### src/rtl/pattern_generator_if.sv
// Bus bundle for the pattern generator: pattern-memory write port, playback
// control, and the probe-pin outputs.
interface pattern_generator_if #(
  parameter int DATA_WIDTH = 8,
  parameter int DEPTH      = 16
);
  localparam int ADDR_W = $clog2(DEPTH);

  logic                  wr_en;
  logic [ADDR_W-1:0]     wr_addr;
  logic [DATA_WIDTH-1:0] wr_data;
  logic                  start;
  logic                  stop;
  logic [ADDR_W:0]       len;
  logic [15:0]           div;
  logic                  loop_en;
  logic [DATA_WIDTH-1:0] data_out;
  logic                  busy;
  logic                  done;

  modport master (
    output wr_en, wr_addr, wr_data, start, stop, len, div, loop_en,
    input  data_out, busy, done
  );

  modport slave (
    input  wr_en, wr_addr, wr_data, start, stop, len, div, loop_en,
    output data_out, busy, done
  );
endinterface

### src/rtl/pattern_generator.sv
// Pattern generator: plays back len words from a small pattern memory,
// holding each word div+1 cycles, once or in a continuous loop.
module pattern_generator #(
  parameter int DATA_WIDTH = 8,
  parameter int DEPTH      = 16
) (
  input  logic               clk,
  input  logic               rst,
  pattern_generator_if.slave bus
);
  localparam int ADDR_W = $clog2(DEPTH);

  localparam logic [ADDR_W:0]   DEPTH_L   = (ADDR_W+1)'(DEPTH);
  localparam logic [ADDR_W:0]   LEN_ZERO  = {(ADDR_W+1){1'b0}};
  localparam logic [ADDR_W:0]   LEN_ONE   = {{ADDR_W{1'b0}}, 1'b1};
  localparam logic [ADDR_W-1:0] ADDR_ZERO = {ADDR_W{1'b0}};
  localparam logic [ADDR_W-1:0] ADDR_ONE  = {{(ADDR_W-1){1'b0}}, 1'b1};

  typedef enum logic [0:0] {
    IDLE = 1'b0,
    RUN  = 1'b1
  } state_t;

  logic [DATA_WIDTH-1:0] mem_r [DEPTH];

  state_t                state_r;
  logic [ADDR_W-1:0]     addr_r;
  logic [ADDR_W-1:0]     last_r;
  logic [15:0]           hold_r;
  logic [15:0]           div_r;
  logic                  loop_r;
  logic [DATA_WIDTH-1:0] data_r;
  logic                  busy_r;
  logic                  done_r;

  logic [ADDR_W:0]       len_clamp_s;
  logic [ADDR_W-1:0]     last_s;
  logic [ADDR_W-1:0]     addr_nxt_s;
  logic                  start_ok_s;
  logic                  wr_ok_s;
  logic                  boundary_s;
  logic                  at_last_s;

  // Launch qualification, length clamp and playback position decode.
  always_comb begin
    len_clamp_s = (bus.len > DEPTH_L) ? DEPTH_L : bus.len;
    last_s      = ADDR_W'(len_clamp_s - LEN_ONE);
    addr_nxt_s  = addr_r + ADDR_ONE;
    start_ok_s  = bus.start & ~bus.stop & (bus.len != LEN_ZERO);
    // Memory is frozen during playback so the sequence cannot change under it.
    wr_ok_s     = ~rst & bus.wr_en & (state_r == IDLE) &
                  ({1'b0, bus.wr_addr} < DEPTH_L);
    boundary_s  = (hold_r == div_r);
    at_last_s   = (addr_r == last_r);
  end

  // Pattern memory write port; contents survive reset.
  always_ff @(posedge clk) begin
    if (wr_ok_s) begin
      mem_r[bus.wr_addr] <= bus.wr_data;
    end
  end

  // Playback FSM with registered probe outputs.
  always_ff @(posedge clk) begin
    if (rst) begin
      state_r <= IDLE;
      addr_r  <= ADDR_ZERO;
      last_r  <= ADDR_ZERO;
      hold_r  <= 16'h0000;
      div_r   <= 16'h0000;
      loop_r  <= 1'b0;
      data_r  <= {DATA_WIDTH{1'b0}};
      busy_r  <= 1'b0;
      done_r  <= 1'b0;
    end else begin
      done_r <= 1'b0;
      case (state_r)
        IDLE: begin
          if (start_ok_s) begin
            state_r <= RUN;
            busy_r  <= 1'b1;
            addr_r  <= ADDR_ZERO;
            hold_r  <= 16'h0000;
            last_r  <= last_s;
            div_r   <= bus.div;
            loop_r  <= bus.loop_en;
            data_r  <= mem_r[ADDR_ZERO];
          end
        end
        RUN: begin
          if (bus.stop) begin
            state_r <= IDLE;
            busy_r  <= 1'b0;
          end else if (boundary_s) begin
            hold_r <= 16'h0000;
            if (!at_last_s) begin
              addr_r <= addr_nxt_s;
              data_r <= mem_r[addr_nxt_s];
            end else if (loop_r) begin
              addr_r <= ADDR_ZERO;
              data_r <= mem_r[ADDR_ZERO];
            end else begin
              // Last word stays on the pins after normal completion.
              state_r <= IDLE;
              busy_r  <= 1'b0;
              done_r  <= 1'b1;
            end
          end else begin
            hold_r <= hold_r + 16'h0001;
          end
        end
        default: begin
          state_r <= IDLE;
          busy_r  <= 1'b0;
        end
      endcase
    end
  end

  assign bus.data_out = data_r;
  assign bus.busy     = busy_r;
  assign bus.done     = done_r;

endmodule

### src/flat_wrapper.sv
// flat-port wrapper written by rule: the top's interface ports become plain ports
module pattern_generator_flat 
#(
  parameter int DATA_WIDTH = 8,
  parameter int DEPTH      = 16
)
  (clk, rst, bus_wr_en, bus_wr_addr, bus_wr_data, bus_start, bus_stop, bus_len, bus_div, bus_loop_en, bus_data_out, bus_busy, bus_done);
  pattern_generator_if #(.DATA_WIDTH(DATA_WIDTH), .DEPTH(DEPTH)) bus_i ();
  input  logic clk;
  input  logic rst;
  input wire logic [$bits(bus_i.wr_en)-1:0] bus_wr_en;
  input wire logic [$bits(bus_i.wr_addr)-1:0] bus_wr_addr;
  input wire logic [$bits(bus_i.wr_data)-1:0] bus_wr_data;
  input wire logic [$bits(bus_i.start)-1:0] bus_start;
  input wire logic [$bits(bus_i.stop)-1:0] bus_stop;
  input wire logic [$bits(bus_i.len)-1:0] bus_len;
  input wire logic [$bits(bus_i.div)-1:0] bus_div;
  input wire logic [$bits(bus_i.loop_en)-1:0] bus_loop_en;
  output wire logic [$bits(bus_i.data_out)-1:0] bus_data_out;
  output wire logic [$bits(bus_i.busy)-1:0] bus_busy;
  output wire logic [$bits(bus_i.done)-1:0] bus_done;
  assign bus_i.wr_en = bus_wr_en;
  assign bus_i.wr_addr = bus_wr_addr;
  assign bus_i.wr_data = bus_wr_data;
  assign bus_i.start = bus_start;
  assign bus_i.stop = bus_stop;
  assign bus_i.len = bus_len;
  assign bus_i.div = bus_div;
  assign bus_i.loop_en = bus_loop_en;
  assign bus_data_out = bus_i.data_out;
  assign bus_busy = bus_i.busy;
  assign bus_done = bus_i.done;
  pattern_generator #(.DATA_WIDTH(DATA_WIDTH), .DEPTH(DEPTH)) u_core (.clk(clk), .rst(rst), .bus(bus_i));
endmodule
### config.mk
export PLATFORM = sky130hd
export DESIGN_NAME = pattern_generator_flat
export DESIGN_NICKNAME = d
export VERILOG_FILES = /design/src/rtl/pattern_generator_if.sv /design/src/rtl/pattern_generator.sv /design/src/flat_wrapper.sv
export SDC_FILE = /design/constraint.sdc
export NUM_CORES = 1
export LEC_CHECK = 0
export CORE_AREA = 2 2 116 118
export CTS_CLUSTER_DIAMETER = 40
export DETAILED_ROUTE_END_ITERATION = 10
export DIE_AREA = 0 0 118 120
export PLACE_DENSITY_LB_ADDON = 0.25
export SETUP_SLACK_MARGIN = 0.05
export SLEW_MARGIN = 20
export SYNTH_ARGS = -nofsm -noshare
export SYNTH_HDL_FRONTEND = slang
export SYNTH_SLANG_ARGS = --single-unit
### constraint.sdc
create_clock -name clk -period 3.2 [get_ports clk]
set_clock_uncertainty 0.2 [all_clocks]
set_input_delay 0.48 -clock clk [delete_from_list [all_inputs] [get_ports clk]]
set_output_delay 0.48 -clock clk [all_outputs]
set_load 0.005 [all_outputs]
; After elaboration in Yosys (flattened, before gate mapping)
; Memory sizes are Yosys's and may differ from the RTL's.
; Cells that the tools add are included.
[op_classes]
addsub = 3
order_cmp = 1
eq_ne = 9
n_mux = 32
bitwise_logic = 9
n_reduce_logical = 6
[ops]
columns = op, count
row1 = 2-to-1 mux 16 bit, 3
row2 = 2-to-1 mux 8 bit, 5
row3 = case mux 16 bit (2 select lines), 1
row4 = 2-to-1 mux 4 bit, 6
row5 = adder 16 x 1 -> 16 bit (second input constant), 1
row6 = == test 16 bit, 1
row7 = case mux 8 bit (2 select lines), 1
row8 = 2-to-1 mux 1 bit, 13
row9 = != test 3 bit (second input constant), 4
row10 = case mux 4 bit (2 select lines), 1
row11 = AND reduction 4 bit, 2
row12 = greater-than comparator 5 bit (second input constant), 1
row13 = inverter 1 bit, 5
row14 = nonzero test 5 bit, 1
row15 = OR reduction 5 bit, 1
row16 = adder 4 x 1 -> 4 bit (second input constant), 1
row17 = bitwise AND 1 bit, 4
row18 = == test 4 bit, 1
row19 = != test 2 bit (second input constant), 2
row20 = case mux 1 bit (2 select lines), 2
row21 = AND reduction 2 bit, 2
row22 = subtractor 4 x 1 -> 4 bit (second input constant), 1
row23 = != test 2 x 1 -> 1 bit (second input constant), 1
[totals]
ff_bits = 52
ramBits = 128
output_inout_bits = 10
wordCells = 70
memories = 1
[mem_list]
columns = memory, words, width, read_ports, rd_ports_with_merged_regs, write_ports, line_no
row1 = u_core.mem_r, 16, 8, 2, 0, 1, pattern_generator.sv:24  ; logic [DATA_WIDTH-1:0] mem_r [DEPTH];

; Longest topological paths before layout
; An unclocked memory read counts as a cell.
[logic_depth]
depth_word = 6
mapped_depth = 10
mapped_depth_nobuf = 7

; Worst setup path before layout
; No wires, ideal clock.
[synth_path]
kind = flip-flop to flip-flop
startpoint = reg u_core.addr_r[1]
endpoint = reg u_core.data_r[3], in the netlist u_core.bus.data_out[3]
setup_time_ns = 0.133
t_arrival_ns = 2.037
slack_ns = 0.830
path_stages_with_launch = 10
path_buffers = 3
cell_sequence = dfxtp_1 ha_1 buf_4 buf_4 buf_2 mux4_2 nand2_1 a311oi_1 a21oi_1 a211oi_2
[synth_via]
elab_chain_len = 6
[synth_rtl]
columns = element, line_no
row1 = "start, declared", pattern_generator.sv:27  ; logic [ADDR_W-1:0] addr_r;
row2 = "start signal, assigned", pattern_generator.sv:98  ; addr_r <= addr_nxt_s;
row3 = adder 4 x 1 -> 4 bit, pattern_generator.sv:48  ; addr_nxt_s = addr_r + ADDR_ONE;
row4 = memory (16 x 8 bit), -
row5 = 2-to-1 mux 8 bit, pattern_generator.sv:97  ; if (!at_last_s) begin
row6 = 2-to-1 mux 8 bit, pattern_generator.sv:95  ; end else if (boundary_s) begin
row7 = 2-to-1 mux 8 bit, pattern_generator.sv:92  ; if (bus.stop) begin
row8 = case mux 8 bit (2 select lines), pattern_generator.sv:78  ; case (state_r)
row9 = "end signal, assigned", pattern_generator.sv:88  ; data_r <= mem_r[ADDR_ZERO];
row10 = "end signal, assigned", pattern_generator.sv:99  ; data_r <= mem_r[addr_nxt_s];
row11 = "end signal, assigned", pattern_generator.sv:102  ; data_r <= mem_r[ADDR_ZERO];
row12 = "end, declared", pattern_generator.sv:32  ; logic [DATA_WIDTH-1:0] data_r;
; Several ways; a longest one is shown, not always the timed one. The select of a mux whose other input is x is not followed.
; A chain may end at the register's enable or synchronous reset.

; Worst setup path after layout
[layout_path]
startpoint = reg u_core.addr_r[1]
endpoint = reg u_core.data_r[4], in the netlist u_core.bus.data_out[4]
; Same word-level chain as after synthesis.

==> reports/results.ini <==
[status]
outcome=complete, no violations

[final_layout]
post-route-cell-area_um2=8760
final_net_count=634
layout-drive-gt1-share_pct=15.4
fillers=923
area_delta_synth_final_pct=17.8
num_antenna_cells=0
fin_util_pct=67.5

[synth]
synth.avg_cell_area_um2=14.2
synth-xor-area-share_pct=4.68
ys_warn_count=0
synth_top_family_by_area=multiplexers
synthMuxAreaShare_pct=10.3
synth_cells=523
synthSimpleGateAreaFrac_pct=10.2
synthArstFlopShare_pct=0
synthDistinctLibCells=42
ys.flop_type=edfxtp_1
synth.net_count=565
yosysMostFrequentCell=edfxtp_1
synth_fa_ha_area_share_pct=0.505
synth_common_cells=edfxtp_1 (128), nand2_1 (58), nor2_1 (53)
ys_ff_latch=180
synth_top_area_share_pct=51.7
ys_seq_area_share_pct=65.7
syn_area_um2=7430
synth_top_area_cell=edfxtp_1
synth.area.top_cells=edfxtp_1 (52%), dfxtp_1 (14%), mux4_2 (9.4%)
synth-compound-area-share_pct=6.08
synth_edf_count=128

[sta]
fmax_ghz=0.376
fin_crit_sh_pct=83.0
setup_tns_ps=0
setup_viol=0
finalCriticalPeriod_ps=2660
grt_setup_unrepaired=false
worstMarginPinSlew_ps=681
setup_slack_ps=543
slew_viol_final=0
relSlewSlack_pct=54.4
final_hold_viol_count=0

[clock_tree]
clkTransAtPathRegs_ps=70
ctsResizeCount=0
clk_path_buf_depth=2
cts_sinks=180
clkLatencyLatePin_ps=440
htreeDepth=4
cts_tree=done
clockRootBuffer=clkbuf_16
post_cts_buffers=0
cts_hold_buf=0
numCtsBuffers=17

[setup_path]
worstPathRequired_ps=3310
cp-start-kind=register
arrival_ps=2770
end_kind=register
crit_end=u_core.bus.data_out[4]$_SDFFE_PP0P_
rr_worst_depth=8
reg2reg_to=u_core.bus.data_out[4]$_SDFFE_PP0P_
critical_path_class=register to register
r2r_slack_ps=540
cp_max_fo=18
r2r-start=u_core.addr_r[1]$_SDFFE_PP0P_
critPathLaunch=u_core.addr_r[1]$_SDFFE_PP0P_

[drt]
wl_um=15300
viasPerCell=5.72
drc_errors=0
via_count=4469
postRouteAntennaNets=0
drtIter0Drc=309
dr.pass1.iters=4
wl_per_cell_um=19.6

[power]
power_density_nw_per_um2=557
switchingPower_mw=1.07
p_clk_share_pct=42.0
intPower_mw=3.81
power_frac_seq_pct=52.4
pwr-share-comb_pct=5.6
p_sw_share_pct=21.8
p_leak_nw=2.91
vdd_drop_max_mv=0.382

[floorplanning]
die-area_um2=14200
placementRows=42
core_region_area_um2=13000
io_pins=49
fp.dieH_um=120
die_x_um=118
start_util_pct=57.3

[global_route]
grt_max_degree=39
grt_pass1_vias=4507
overflow=0
grt_pass1_wl_um=24300
grt_util_all_layers_pct=23.0
antenna_found_initial=0

[run]
maxCapViolCount=0

[placed_design]
dpl.hpwl_um=9830
port_buffers=48
dpl_worst_slack_ps=322
place_area_um2=8180
gp_congestion=0.848

[worst_hold_path]
hold_path_class=register to register

==> power by group through the flow <==
| stage | sequential (mW) | combinational [mW] | clock, mW |
|---|---|---|---|
| final | 2.55 | 0.274 | 2.05 |
| after global routing | 2.56 | 0.301 | 2.17 |
| after CTS | 2.55 | 0.276 | 2.07 |
| after detailed placement | 2.61 | 0.273 | 0 |
| after global placement | 2.60 | 0.263 | 0 |
| after floorplan | 2.60 | 0.138 | 0 |
==> worst max-delay path: stages, from the launching register on <==
cell and delay [ps]:
dfxtp_1 350, ha_1 330, buf_4 290, mux4_2 350, and2b_1 180, a211oi_1 380
a311oi_1 100, a21oi_1 230, a211oi_1 110
==> through the flow <==
stage,hold slack (ps),power (mW),instances
2_1_floorplan,247,2.74,523
3_3_place_gp,258,2.87,749
3_5_place_dp,263,2.88,749
4_1_cts,274,4.90,781
5_1_grt,295,5.03,781
6_report,274,4.88,781
==> cell usage in the layout, fill, tap and decap left out, types with 3 or more instances in the layout <==
master           instances
ha_1                     3
nor2_1                  53
nor2b_1                  9
clkinv_2                 3
nand2_1                 58
a21oi_1                 28
a311oi_1                 9
inv_6                    5
xnor2_1                 18
nand2b_1                13
nor3_1                   9
inv_1                    5
a211oi_1                18
mux4_2                  31
buf_4                   26
clkdlybuf4s50_1         48
nor4_1                   6
edfxtp_1               128
mux2i_1                  4
nand3_1                  6
xor2_1                  18
nand4_1                  4
o21ai_0                  4
clkbuf_16               17
dfxtp_1                 52
==> registers in the layout, indices dropped and copies added, names as in the netlist <==
signal,cells
u_core.mem_r,128
u_core.div_r,16
u_core.hold_r,16
u_core.bus.data_out,8
u_core.addr_r,4
u_core.last_r,4
u_core.bus.busy,1
u_core.bus.done,1
u_core.loop_r,1
u_core.state_r,1
==> metal layers <==
layer	global-route usage [%]	part of all wire, %	vias up
met5	0	0	-
met4	7.15	1.5	0
met1	29.8	45	2233
li1	-	-	2091
met3	5.75	4.4	19
met2	38.8	50	126
==> kinds of logic (layout without fill, tap and decap cells) <==
group	Yosys count	count (layout)
compound gates	69	69
xor+xnor	38	38
fa+ha+maj	3	3
buf+inv	30	112
simple gates	167	167
flops	180	180
mux	36	36
==> worst min path at each step <==
stage	from	end	slack, ps	cells after the start
global route	u_core.div_r[2]$_SDFFE_PP0P_	u_core.div_r[2]$_SDFFE_PP0P_	300	2
CTS	u_core.loop_r$_SDFFE_PP0P_	u_core.loop_r$_SDFFE_PP0P_	270	2
detailed placement	u_core.div_r[1]$_SDFFE_PP0P_	u_core.div_r[1]$_SDFFE_PP0P_	260	2
floorplan	u_core.loop_r$_SDFFE_PP0P_	u_core.loop_r$_SDFFE_PP0P_	250	2
finish	u_core.div_r[14]$_SDFFE_PP0P_	u_core.div_r[14]$_SDFFE_PP0P_	270	2
global placement	u_core.loop_r$_SDFFE_PP0P_	u_core.loop_r$_SDFFE_PP0P_	260	2
==> cell type report <==
cell class	instances	area [um^2]	share of cell area, %
well taps	176	220	2.52
multi-input cells	313	2360	26.9
flip-flops and latches	180	4880	55.8
inverters	5	18.8	0.214
clock inverters	15	153	1.74
repair buffers	75	696	7.95
clock buffers	17	425	4.86
(Power assumes the default switching activity.)
